--- src/rtl/ddr_burst_arbiter.sv ---
// Round-robin arbiter handing the single DDR burst port to NUM_REQ requesters, one whole burst at a time.
// Define DDR_ARB_FIXED_PRIORITY_EN to replace round-robin with fixed priority (index 0 highest).
module ddr_burst_arbiter #(
  parameter int NUM_REQ     = 3,
  parameter int ADDR_WIDTH  = 32,
  parameter int DATA_WIDTH  = 64,
  parameter int BURST_WIDTH = 8
) (
  input  logic                              clock,
  input  logic                              reset,
  input  logic [NUM_REQ-1:0]                req_rd,
  input  logic [NUM_REQ-1:0]                req_wr,
  input  logic [NUM_REQ*ADDR_WIDTH-1:0]     req_addr,
  input  logic [NUM_REQ*BURST_WIDTH-1:0]    req_burst,
  input  logic [NUM_REQ*DATA_WIDTH-1:0]     req_din,
  input  logic [NUM_REQ*DATA_WIDTH/8-1:0]   req_mask,
  output logic [NUM_REQ-1:0]                req_wait_req,
  output logic [NUM_REQ-1:0]                req_valid,
  output logic [DATA_WIDTH-1:0]             req_dout,
  output logic [NUM_REQ-1:0]                req_burst_done,
  output logic                              ddr_rd,
  output logic                              ddr_wr,
  output logic [ADDR_WIDTH-1:0]             ddr_addr,
  output logic [BURST_WIDTH-1:0]            ddr_burst_length,
  output logic [DATA_WIDTH/8-1:0]           ddr_mask,
  output logic [DATA_WIDTH-1:0]             ddr_din,
  input  logic [DATA_WIDTH-1:0]             ddr_dout,
  input  logic                              ddr_wait_req,
  input  logic                              ddr_valid
);
  localparam int IW = (NUM_REQ > 1) ? $clog2(NUM_REQ) : 1;
  localparam int MW = DATA_WIDTH / 8;
  localparam logic [BURST_WIDTH:0]   CNT_ONE = 1;
  localparam logic [BURST_WIDTH-1:0] BL_ONE  = 1;

  typedef enum logic [1:0] {IDLE, READ_CMD, READ_DATA, WRITE} state_t;

  state_t               state, state_nxt;
  logic [IW-1:0]        grant, pick;
  logic                 pick_vld;
  logic [BURST_WIDTH:0] beat_cnt, burst_len;
  logic [NUM_REQ-1:0]   done_q, pending;
  logic                 beat, last_beat;

  logic [ADDR_WIDTH-1:0]  addr_a  [NUM_REQ];
  logic [BURST_WIDTH-1:0] burst_a [NUM_REQ];
  logic [DATA_WIDTH-1:0]  din_a   [NUM_REQ];
  logic [MW-1:0]          mask_a  [NUM_REQ];

  for (genvar i = 0; i < NUM_REQ; i++) begin : g_slice
    assign addr_a[i]  = req_addr[i*ADDR_WIDTH +: ADDR_WIDTH];
    assign burst_a[i] = req_burst[i*BURST_WIDTH +: BURST_WIDTH];
    assign din_a[i]   = req_din[i*DATA_WIDTH +: DATA_WIDTH];
    assign mask_a[i]  = req_mask[i*MW +: MW];
  end

  assign pending = req_rd | req_wr;

`ifdef DDR_ARB_FIXED_PRIORITY_EN
  // Scan downward so the lowest pending index is the last (winning) assignment.
  always_comb begin
    pick     = '0;
    pick_vld = 1'b0;
    for (int i = NUM_REQ-1; i >= 0; i--)
      if (pending[IW'(i)]) begin
        pick     = IW'(i);
        pick_vld = 1'b1;
      end
  end
`else
  logic [IW-1:0] rr;

  // Scan rotated offsets downward so the first pending at/after rr wins.
  always_comb begin
    int idx;
    idx      = 0;
    pick     = '0;
    pick_vld = 1'b0;
    for (int k = NUM_REQ-1; k >= 0; k--) begin
      idx = int'(rr) + k;
      if (idx >= NUM_REQ) idx = idx - NUM_REQ;
      if (pending[IW'(idx)]) begin
        pick     = IW'(idx);
        pick_vld = 1'b1;
      end
    end
  end
`endif

  assign beat      = ((state == READ_DATA) && ddr_valid) ||
                     ((state == WRITE) && req_wr[grant] && !ddr_wait_req);
  assign last_beat = beat && (beat_cnt == burst_len - CNT_ONE);

  always_comb begin
    state_nxt = state;
    case (state)
      IDLE:      if (pick_vld) state_nxt = req_rd[pick] ? READ_CMD : WRITE;
      READ_CMD:  if (!ddr_wait_req) state_nxt = READ_DATA;
      READ_DATA: if (last_beat) state_nxt = IDLE;
      WRITE:     if (last_beat) state_nxt = IDLE;
      default:   state_nxt = IDLE;
    endcase
  end

  always_ff @(posedge clock or posedge reset) begin
    if (reset) begin
      state     <= IDLE;
      grant     <= '0;
      burst_len <= '0;
      beat_cnt  <= '0;
      done_q    <= '0;
`ifndef DDR_ARB_FIXED_PRIORITY_EN
      rr        <= '0;
`endif
    end else begin
      state  <= state_nxt;
      done_q <= '0;
      if (state == IDLE && pick_vld) begin
        grant     <= pick;
        burst_len <= (burst_a[pick] == '0) ? CNT_ONE : {1'b0, burst_a[pick]};
        beat_cnt  <= '0;
      end else if (state == READ_CMD && !ddr_wait_req) begin
        beat_cnt  <= '0;
      end else if (beat) begin
        beat_cnt  <= beat_cnt + CNT_ONE;
      end
      if (last_beat) begin
        done_q[grant] <= 1'b1;
`ifndef DDR_ARB_FIXED_PRIORITY_EN
        rr <= (grant == IW'(NUM_REQ-1)) ? '0 : grant + 1'b1;
`endif
      end
    end
  end

  // Outside IDLE the granted slice drives the DDR port directly.
  always_comb begin
    ddr_rd           = (state == READ_CMD);
    ddr_wr           = 1'b0;
    ddr_addr         = '0;
    ddr_burst_length = '0;
    ddr_din          = '0;
    ddr_mask         = '0;
    req_wait_req     = '1;
    req_valid        = '0;
    if (state != IDLE) begin
      ddr_addr            = addr_a[grant];
      ddr_burst_length    = (burst_a[grant] == '0) ? BL_ONE : burst_a[grant];
      ddr_din             = din_a[grant];
      ddr_mask            = mask_a[grant];
      req_wait_req[grant] = ddr_wait_req;
    end
    if (state == WRITE)     ddr_wr           = req_wr[grant];
    if (state == READ_DATA) req_valid[grant] = ddr_valid;
  end

  assign req_dout       = ddr_dout;
  assign req_burst_done = done_q;

endmodule

--- config.mk ---
export PLATFORM = sky130hd
export DESIGN_NAME = ddr_burst_arbiter
export DESIGN_NICKNAME = d
export VERILOG_FILES = /design/src/rtl/ddr_burst_arbiter.sv
export SDC_FILE = /design/constraint.sdc
export NUM_CORES = 1
export LEC_CHECK = 0
export BUFFER_PORTS_ARGS = -buffer_cell sky130_fd_sc_hd__buf_2
export CAP_MARGIN = 25
export CELL_PAD_IN_SITES_DETAIL_PLACEMENT = 1
export CELL_PAD_IN_SITES_GLOBAL_PLACEMENT = 1
export CORE_AREA = 2 2 235 237
export CTS_CLUSTER_DIAMETER = 80
export DETAILED_ROUTE_END_ITERATION = 6
export DIE_AREA = 0 0 237 239
export PLACE_DENSITY = 0.44
export SYNTH_ARGS = -nofsm -noshare
export SYNTH_HDL_FRONTEND = slang
export SYNTH_SLANG_ARGS = --single-unit
--- constraint.sdc ---
create_clock -name clock -period 5.75 [get_ports clock]
set_clock_uncertainty 0.2 [all_clocks]
set_input_delay 0.8625 -clock clock [delete_from_list [all_inputs] [get_ports clock]]
set_output_delay 0.8625 -clock clock [all_outputs]
set_load 0.005 [all_outputs]
[After elaboration in Yosys (flattened, before gate mapping)]
Index checks and enable logic that the tools add are counted.
Widths: inputs -> output; s select.
Storage, ports and cells
  register bits after elaboration: 27
  input bits: 410
  output and inout port bits: 187
  logic and storage cells: 113
Operators by class
  add/subtract/negate cells: 8
  $lt $le $gt $ge: 11
  equal/unequal tests: 8
  mux-type cells: 58
  bitwise gates (word level): 6
  reductions and logical operators: 16
Operator list (number)
  $mux 64: 3
  $bmux 64 s2: 1
  $mux 32: 3
  $mux 8: 10
  $bmux 32 s2: 1
  $bmux 8 s2: 3
  $mux 9: 3
  $mux 2: 11
  $logic_not 8->1: 2
  $mux 1: 13
  $lt 2x4->1 const B: 3
  $bmux 1 s2: 5
  $add 9x1->9 const B: 1
  $eq 9x9->1: 1
  $mux 3: 3
  $sub 9x1->9 const B: 1
  $logic_and 1x1->1: 7
  $eq 2x2->1 const B: 3
  $ge 3x2->1 const B: 2
  $ge 3x3->1 const B: 2
  $lt 2x3->1 const B: 2
  $not 2->3: 2
  $or 3x3->3: 2
  $pmux 2 s3: 1
  19 further kinds: 22

[Logic depth before layout (Yosys ltp)]
Gate-level depths: netlist of the first run.
  depth after elaboration: 15
  depth in mapped cells: 11
  depth with buffers taken out: 8

[Worst setup path before layout of the first run]
No wires, ideal clock.
  kind: reg2out
  from: reg grant[0]
  to: out ddr_addr[23]
  data arrival time: 1887 ps
  path slack: 2800 ps
  stages on the path, launching flop included: 9
  buffers on the path: 4
  cell sequence: dfrtp_1 > clkbuf_1 > buf_2 > buf_2 > buf_1 > mux2i_1 > nor2_1 > a21oi_1 > nor2_1
Between the ends
  longest elaborated chain between the ends: 5
Ends and longest elaborated chain
  start, declared: line 39  | logic [IW-1:0] grant, pick;
  start signal, assigned: line 119  | grant <= pick;
  $not 2->3 (not written as such): line 147  | ddr_addr = addr_a[grant];
  $bmux 32 s2: line 147
  $mux 32 (not written as such) (2 in a row): line 147
  $mux 32: line 146  | if (state != IDLE) begin
  end, declared: line 23  | output logic [ADDR_WIDTH-1:0] ddr_addr,
Every way passes these cells. The select of a mux whose other input is x is not followed.

[Final worst setup path of the first run]
  from: reg grant[1]
  to: out ddr_burst_length[0]
Between the ends
  longest elaborated chain between the ends: 7
Ends and longest elaborated chain
  $not 2->3 (not written as such) *: line 148  | ddr_burst_length = (burst_a[grant] == '0) ? BL_ONE : burst_a[grant];
  $bmux 8 s2 *: line 148
  $mux 8 (not written as such) * (2 in a row): line 148
  $logic_not 8->1: line 148
  $mux 8 *: line 148
  $mux 8 *: line 146
  end, declared: line 24  | output logic [BURST_WIDTH-1:0] ddr_burst_length,
Mark *: on every way between the ends. The rest lies on a longest branch, timed or not. The select of a mux whose other input is x is not followed.

==> summary.md, run 1 <==
| Metric | Value |
|---|---|
| Status | `finished clean` |
| Vias/cell | `3.748` |
| Worst vdd ir | `0.0001840 V` |
| WP data required | `4.69 ns` |
| Top cells by count, synth | `nor2_1, mux2i_1, a21oi_1` |
| Post-DR wirelength/cell | `17.85 um` |
| # resized after CTS | `0` |
| Syn nets | `1191` |
| Setup Buffers After CTS | `0` |
| Ys async rst share | `1.000` |
| Crit path buffers/inverters | `2` |
| Row cnt | `86` |
| Final hold slack | `0.3693 ns` |
| CTS tree | `built` |
| First-pass GRT wire length | `46.73 mm` |
| WL met2 | `17.45 mm` |
| Worst-case clock buffer depth | `2` |
| Synthesis-to-layout area growth | `52.48%` |
| CTS sink cnt | `26` |
| CTS H-tree lvls | `1` |
| Die Wd | `237 um` |
| Worst path max stage delay | `0.91 ns` |
| DRT met1 WL | `13.13 mm` |
| Final Hold Fails | `0` |
| Fin. max-slew vios | `0` |
| Count leader, synth | `nor2_1` |
| Crit path arrival time | `2.96 ns` |
| Die Y | `239 um` |
| CTS Hold Buffers Added | `0` |
| Post-DRT Antenna Nets | `0` |
| Reg2Reg Setup Slack | `2.24 ns` |
| Crit Path Class | `reg2out` |
| WL met3 | `1.669 mm` |
| Fillers | `6706` |
| Final setup vio count | `0` |
| Hold Path Class | `reg2reg` |
| First drt pass iteration count | `4` |
| Nets | `1550` |
| Critical path startpoint | `grant[1]` |
| Worst Reg-to-Reg Cells | `6` |
| Multi-input logic area | `3749 um2` |
| Via count of the first global-routing pass | `7183` |
| Final worst-path cycle share | `0.6997` |
| Max-Slew Margin vs Limit | `0.4297` |
| Tot Pwr | `3.002 mW` |
| Final RePlAce weighted congestion | `0.8016` |
| RR Endpoint | `rr[0]` |
| Post-Syn Area | `5142 um2` |
| Min-Delay Path Depth | `1` |
| DR DRC count | `0` |
| Final min period | `4.024 ns` |
| Yosys top cell by area | `mux2i_1` |
| Max-capacitance violation count | `0` |
| PwrDens | `382.9 nW/um2` |
| Setup crit start kind | `register` |
| Vias | `6900` |
| CTS buffer count | `3` |
| DR top layer | `met5` |
| Worst setup EP type | `output pin` |
| Fin area | `7841 um2` |
| Initial antenna violation count | `10` |
| Reg2reg start | `grant[1]` |
| Worst skew pair latency | `0.26 ns` |
| Syn_area_per_cell | `6.618 um2` |
| TNS Setup | `0 ns` |
| Post-place instance area | `7731 um2` |
| Die ar. | `56640 um2` |
| Worst Hold Path EP | `rr[0]` |
| Core box area | `54340 um2` |
| Initial Util | `0.09464` |
| FMAX | `0.2485 GHz` |
| Slowest CP cell | `dfrtp_4` |
| Static Leak | `3.692 nW` |
| Final WL | `32.86 mm` |
| Grt total ovfl | `0` |
| EDFF count, synth | `0` |
| Largest net degree at the start of global routing | `67` |
| Share of cells above drive strength 1 | `0.4449` |
| Clock root cell | `clkbuf_16` |
| Tightest Pin Transition | `0.8522 ns` |
| CTS clk-pin slew, worst paths | `0.07 ns` |
| Unrepaired setup endpoints after global routing | `no` |
| Post-Syn Instances | `777` |
| Cell family with most CP delay | `flip-flops` |
| Port buffer count | `468` |
| Seq/Total Area, Yosys | `0.1265` |
| Ys Warns | `0` |
| Largest cells by area after synthesis | `mux2i_1, nor2_1, dfrtp_1, a21oi_1, buf_4` |
| Register area | `658.1 um2` |
| Io pins | `597` |
| Yosys top cell area share | `0.2297` |
| Top_reg_cell synth | `dfrtp_1` |
| Critical Path, Cell by Cell | `buf_4 > nor2_1 > a21oi_1 > nand3_1 > o221ai_1 > nor2b_1 > buf_2` |
| GRT Resource Usage Total | `0.1085` |
| Post-synthesis cell type count | `61` |
| Post-DP HPWL | `27.29 mm` |
| Synthesized flop and latch total | `26` |
| Iter 0 DRT Violations | `246` |
| HP Start | `rr[0]` |
| Maximum net fanout on the critical path | `63` |
[worst max-delay path by stage]
stage          depth (start not counted)  slack [ns]                   to
6_report                               7        1.73  ddr_burst_length[0]
5_1_grt                                7        1.26  ddr_burst_length[0]
4_1_cts                                7        1.40  ddr_burst_length[0]
3_5_place_dp                           7        1.71  ddr_burst_length[0]
3_3_place_gp                           7        1.71  ddr_burst_length[0]
2_1_floorplan                          8        2.80         ddr_addr[23]
[area by class of cell]
class | count | area share
Tap cell | 704 | 0.1123
Antenna cell | 2 | 0.0006383
Clock buffer | 3 | 0.009574
Clock inverter | 1 | 0.003830
Sequential cell | 26 | 0.08393
Timing Repair Buffer | 476 | 0.3064
Inverter | 11 | 0.005266
Multi-Input combinational cell | 618 | 0.4781
[through the flow]
| step | worst slack (ns) | utilization | cells |
|---|---|---|---|
| after floorplan | 2.800 | - | 777 |
| after global placement | 1.712 | 0.1423 | 1835 |
| after detailed placement | 1.714 | 0.1423 | 1835 |
| after CTS | 1.403 | 0.1442 | 1839 |
| after global routing | 1.256 | 0.1443 | 1840 |
| final | 1.726 | 0.1443 | 1841 |
[report_power, final]
part / switching, mW / internal, mW / leakage (nW)
Clock: 0.0670 / 0.139 / 0.0511
Sequential: 0.206 / 0.246 / 0.321
Combinational: 1.36 / 0.987 / 3.32
Total: 1.63 / 1.37 / 3.69
[worst reg2reg max path, delay by kind of cell (launching register included)]
family / cells / cell delay [ns]
multiplexers: 1 / 0.35
AO/OA/AOI/OAI: 3 / 1.07
AND/OR/NAND/NOR: 2 / 0.88
flip-flops: 1 / 0.91
[layout by cell type (no fill, tap or decap), drive strengths merged, types with 4 or more instances in the layout]
master	netlist	routed
ha	4	4
o21ai	15	15
nor2	244	244
a32oi	7	7
a2bb2oi	5	5
xnor2	5	5
buf	94	476
inv	11	11
mux2i	118	118
and3	4	4
and2	4	4
dfrtp	26	26
nand3	9	9
mux2	6	6
nor2b	4	4
xor2	8	8
a21oi	114	114
nand2	10	10
nor3	8	8
nand4	5	5
[per-layer routing]
metal	track usage	vias to the layer above
li1	-	3319
met1	0.1270	3275
met2	0.2063	248
met3	0.01940	56
met4	0.01918	2
met5	0	-
[sequential cells by signal (all words and copies together) (netlist names)]
register / flops
beat_cnt: 9
burst_len: 8
grant: 2
req_burst_done: 3
rr: 2
state: 2
[cells by family (layout without fill, tap and decap cells)]
| group | count (synthesis) | in the layout | share of synthesized area |
|---|---|---|---|
| simple gates | 308 | 308 | 0.2538 |
| compound gates | 168 | 168 | 0.1956 |
| buf+inv | 133 | 491 | 0.1474 |
| mux | 124 | 124 | 0.2428 |
| flops | 26 | 26 | 0.1265 |
| xor+xnor | 13 | 13 | 0.02214 |
| fa+ha+maj | 5 | 5 | 0.01168 |
| other cells | 0 | 2 | 0 |
Power figures use the tool's default switching activity.
==> run 2: changes to the inputs <==
==> config.mk (replaced) <==
export PLATFORM = sky130hd
export DESIGN_NAME = ddr_burst_arbiter
export DESIGN_NICKNAME = d
export VERILOG_FILES = /design/src/rtl/ddr_burst_arbiter.sv
export SDC_FILE = /design/constraint.sdc
export NUM_CORES = 1
export LEC_CHECK = 0
export ABC_AREA = 1
export BUFFER_PORTS_ARGS = -buffer_cell sky130_fd_sc_hd__buf_2
export CAP_MARGIN = 25
export CELL_PAD_IN_SITES_DETAIL_PLACEMENT = 1
export CELL_PAD_IN_SITES_GLOBAL_PLACEMENT = 1
export CORE_AREA = 2 2 230 232
export CTS_CLUSTER_DIAMETER = 80
export DETAILED_ROUTE_END_ITERATION = 6
export DIE_AREA = 0 0 232 234
export PLACE_DENSITY = 0.49
export SYNTH_ARGS = -nofsm -noshare
export SYNTH_HDL_FRONTEND = slang
export SYNTH_SLANG_ARGS = --single-unit
==> constraint.sdc (replaced) <==
create_clock -name clock -period 3.3 [get_ports clock]
set_clock_uncertainty 0.2 [all_clocks]
set_input_delay 0.495 -clock clock [delete_from_list [all_inputs] [get_ports clock]]
set_output_delay 0.495 -clock clock [all_outputs]
set_load 0.005 [all_outputs]
==> run 2 against run 1 <==
Clock-buffer cell count is 1 higher. Utilization is 0.34 points higher. Combinational power rose by 120%. Critical path type unchanged. Critical endpoint is now ddr_din[60]. Largest cell class unchanged. Largest power group unchanged.
==> summary.md, run 2 <==
| Metric | Value |
|---|---|
| First drt pass iteration count | `6` |
| Final hold slack | `0.03494 ns` |
| RR Endpoint | `burst_len[0]` |
| Fin. max-slew vios | `0` |
| Max reg flops | `9` |
| Met1 usage | `0.1498` |
| PwrDens | `783.7 nW/um2` |
| Post-DR wirelength/cell | `19.14 um` |
| Busiest layer in global routing | `met2` |
| CTS H-tree lvls | `1` |
| GRT Resource Usage Total | `0.1321` |
| Cell-internal power | `2.526 mW` |
| Tightest Pin Transition | `0.6576 ns` |
| Core box area | `52020 um2` |
| Hold Path Class | `in2async` |
| Worst-case clock buffer depth | `2` |
| Setup Buffers After CTS | `0` |
| Count leader, synth | `nand2_1` |
| CTS clk-pin slew, worst paths | `0.07 ns` |
| Final setup vio count | `0` |
| Post-DRT Antenna Nets | `0` |
| Post-synthesis cell type count | `40` |
| Unrepaired setup endpoints after global routing | `no` |
| Grt total ovfl | `0` |
| Final WL | `38.35 mm` |
| Largest cells by area after synthesis | `nand2_1, nand3_1, dfrtp_1, buf_4, inv_1` |
| Worst Reg-to-Reg Cells | `16` |
| Initial antenna violation count | `15` |
| Sw power | `3.494 mW` |
| Power share of the clock group | `0.051` |
| Nets | `1726` |
| Final RePlAce weighted congestion | `0.8435` |
| Via count of the first global-routing pass | `7657` |
| Die Y | `234 um` |
| Die Wd | `232 um` |
| Largest register by flop count | `beat_cnt` |
| Final min period | `3.057 ns` |
| Status | `finished clean` |
| Syn nets | `1349` |
| Worst vdd ir | `0.0003100 V` |
| GR Util met3 | `0.03465` |
| Crit Path Class | `reg2out` |
| Io pins | `597` |
| Met2 Use GR | `0.2355` |
| Final Hold Fails | `0` |
| Initial Util | `0.09307` |
| Ys Warns | `0` |
| Multi-input logic area | `3187 um2` |
| Placed insts | `1995` |
| Top cells by count, synth | `nand2_1, nand3_1, inv_1` |
| Crit path arrival time | `2.36 ns` |
| Post-Syn Instances | `935` |
| Most common cell after layout, fill and taps aside | `buf_2` |
| Reg2Reg Setup Slack | `0.59 ns` |
| Post-Syn Area | `4842 um2` |
| Reg2reg start | `rr[0]` |
| Top_reg_cell synth | `dfrtp_1` |
| Row cnt | `84` |
| Flop pwr share | `0.092` |
| Register area | `650.6 um2` |
| Yosys top cell area share | `0.3310` |
| Yosys top cell by area | `nand2_1` |
| CTS buffer count | `3` |
| Post-DP HPWL | `33.31 mm` |
| Static Leak | `4.391 nW` |
| Maximum net fanout on the critical path | `34` |
| Vias | `7530` |
| Critical path startpoint | `grant[0]` |
| Seq/Total Area, Yosys | `0.1344` |
| Share of cells above drive strength 1 | `0.3951` |
| # resized after CTS | `0` |
| Vias/cell | `3.757` |
| Max-Slew Margin vs Limit | `0.5616` |
| Syn_area_per_cell | `5.179 um2` |
| DR DRC count | `0` |
| Sw frac | `0.5804` |
| Clock root cell | `clkbuf_16` |
| EDFF count, synth | `0` |
| Worst skew pair latency | `0.26 ns` |
| Iter 0 DRT Violations | `263` |
| First-pass GRT wire length | `52.41 mm` |
| Comb pwr share | `0.858` |
| CTS Hold Buffers Added | `0` |
| Layout Cells excl Fill | `2004` |
| Setup crit start kind | `register` |
| Die ar. | `54290 um2` |
| Commonest non-fill, non-tap cells in the layout | `buf_2, nand2_1, nand3_1` |
| Ys async rst share | `1.000` |
| Worst setup EP type | `output pin` |
| Largest net degree at the start of global routing | `64` |
| Max-capacitance violation count | `0` |
| Tot Pwr | `6.021 mW` |
| CTS tree | `built` |
| Fillers | `6658` |
| Synthesized flop and latch total | `26` |
| Fin util | `0.1477` |
| Port buffer count | `468` |
| Final worst-path cycle share | `0.9263` |
| CTS sink cnt | `26` |
| TNS Setup | `0 ns` |
| WP data required | `2.60 ns` |
| FMAX | `0.3271 GHz` |
| Synthesis-to-layout area growth | `58.66%` |
## run 2: cell count changes after synthesis, moves of 9 or more
cell	previous run	this run
a21oi_1	114	12
nor2_1	244	42
mux2i_1	118	0
nand2_1	9	427
buf_1	20	8
inv_1	11	90
nand3_1	9	131
inv_2	0	9
## run 2: critical path: stages (launching register included)
cell	delay, ns
dfrtp_1	0.46
nor2_4	0.26
clkinv_1	0.39
nor2_2	0.18
buf_4	0.39
nand2_1	0.09
nand3_1	0.16
buf_2	0.14
## run 2: power groups by stage
stage | Sequential [mW] | Clock [mW] | Combinational (mW)
floorplan | 0.511 | 0 | 2.84
global placement | 0.557 | 0 | 5.25
detailed placement | 0.563 | 0 | 5.28
CTS | 0.555 | 0.315 | 5.31
global route | 0.572 | 0.326 | 5.83
finish | 0.552 | 0.305 | 5.16
## run 2: per-layer routing
layer | vias to the layer above | share of wire
li1 | 3615 | -
met1 | 3539 | 0.37
met2 | 322 | 0.51
met3 | 44 | 0.075
met4 | 10 | 0.040
met5 | - | 0.0017
## run 2: worst max-delay path by stage
stage | endpoint | slack (ns) | depth (start not counted)
after floorplan | ddr_addr[0] | 1.11 | 7
after global placement | ddr_mask[7] | 0.53 | 9
after detailed placement | ddr_din[60] | 0.50 | 7
after CTS | ddr_din[60] | 0.21 | 7
after global routing | ddr_mask[7] | 0.06 | 9
final | ddr_din[60] | 0.24 | 7
## run 2: cells by family (layout without fill, tap and decap cells)
| logic type | Yosys count | after routing | share of synthesized area |
|---|---|---|---|
| other | 0 | 5 | 0 |
| AND/OR/NAND/NOR | 627 | 627 | 0.5447 |
| AO/OA/AOI/OAI | 57 | 57 | 0.07571 |
| buffers and inverters | 209 | 585 | 0.2132 |
| adder cells (fa/ha/maj) | 4 | 4 | 0.01034 |
| XOR/XNOR | 12 | 12 | 0.02171 |
| flip-flops | 26 | 26 | 0.1344 |
## run 2: layout make-up
type,instances,area share
Antenna cell,5,0.001629
Timing Repair Buffer,480,0.3257
Multi-Input combinational cell,700,0.4148
Sequential cell,26,0.08469
Inverter,101,0.04951
Clock buffer,4,0.01156
Tap cell,688,0.1121
## run 2: through the flow
step                worst slack, ns  cell area [um2]
floorplan                     1.113             4842
global placement             0.5280             7553
detailed placement           0.5018             7581
CTS                          0.2075             7670
global route                0.05828             7682
finish                       0.2433             7682
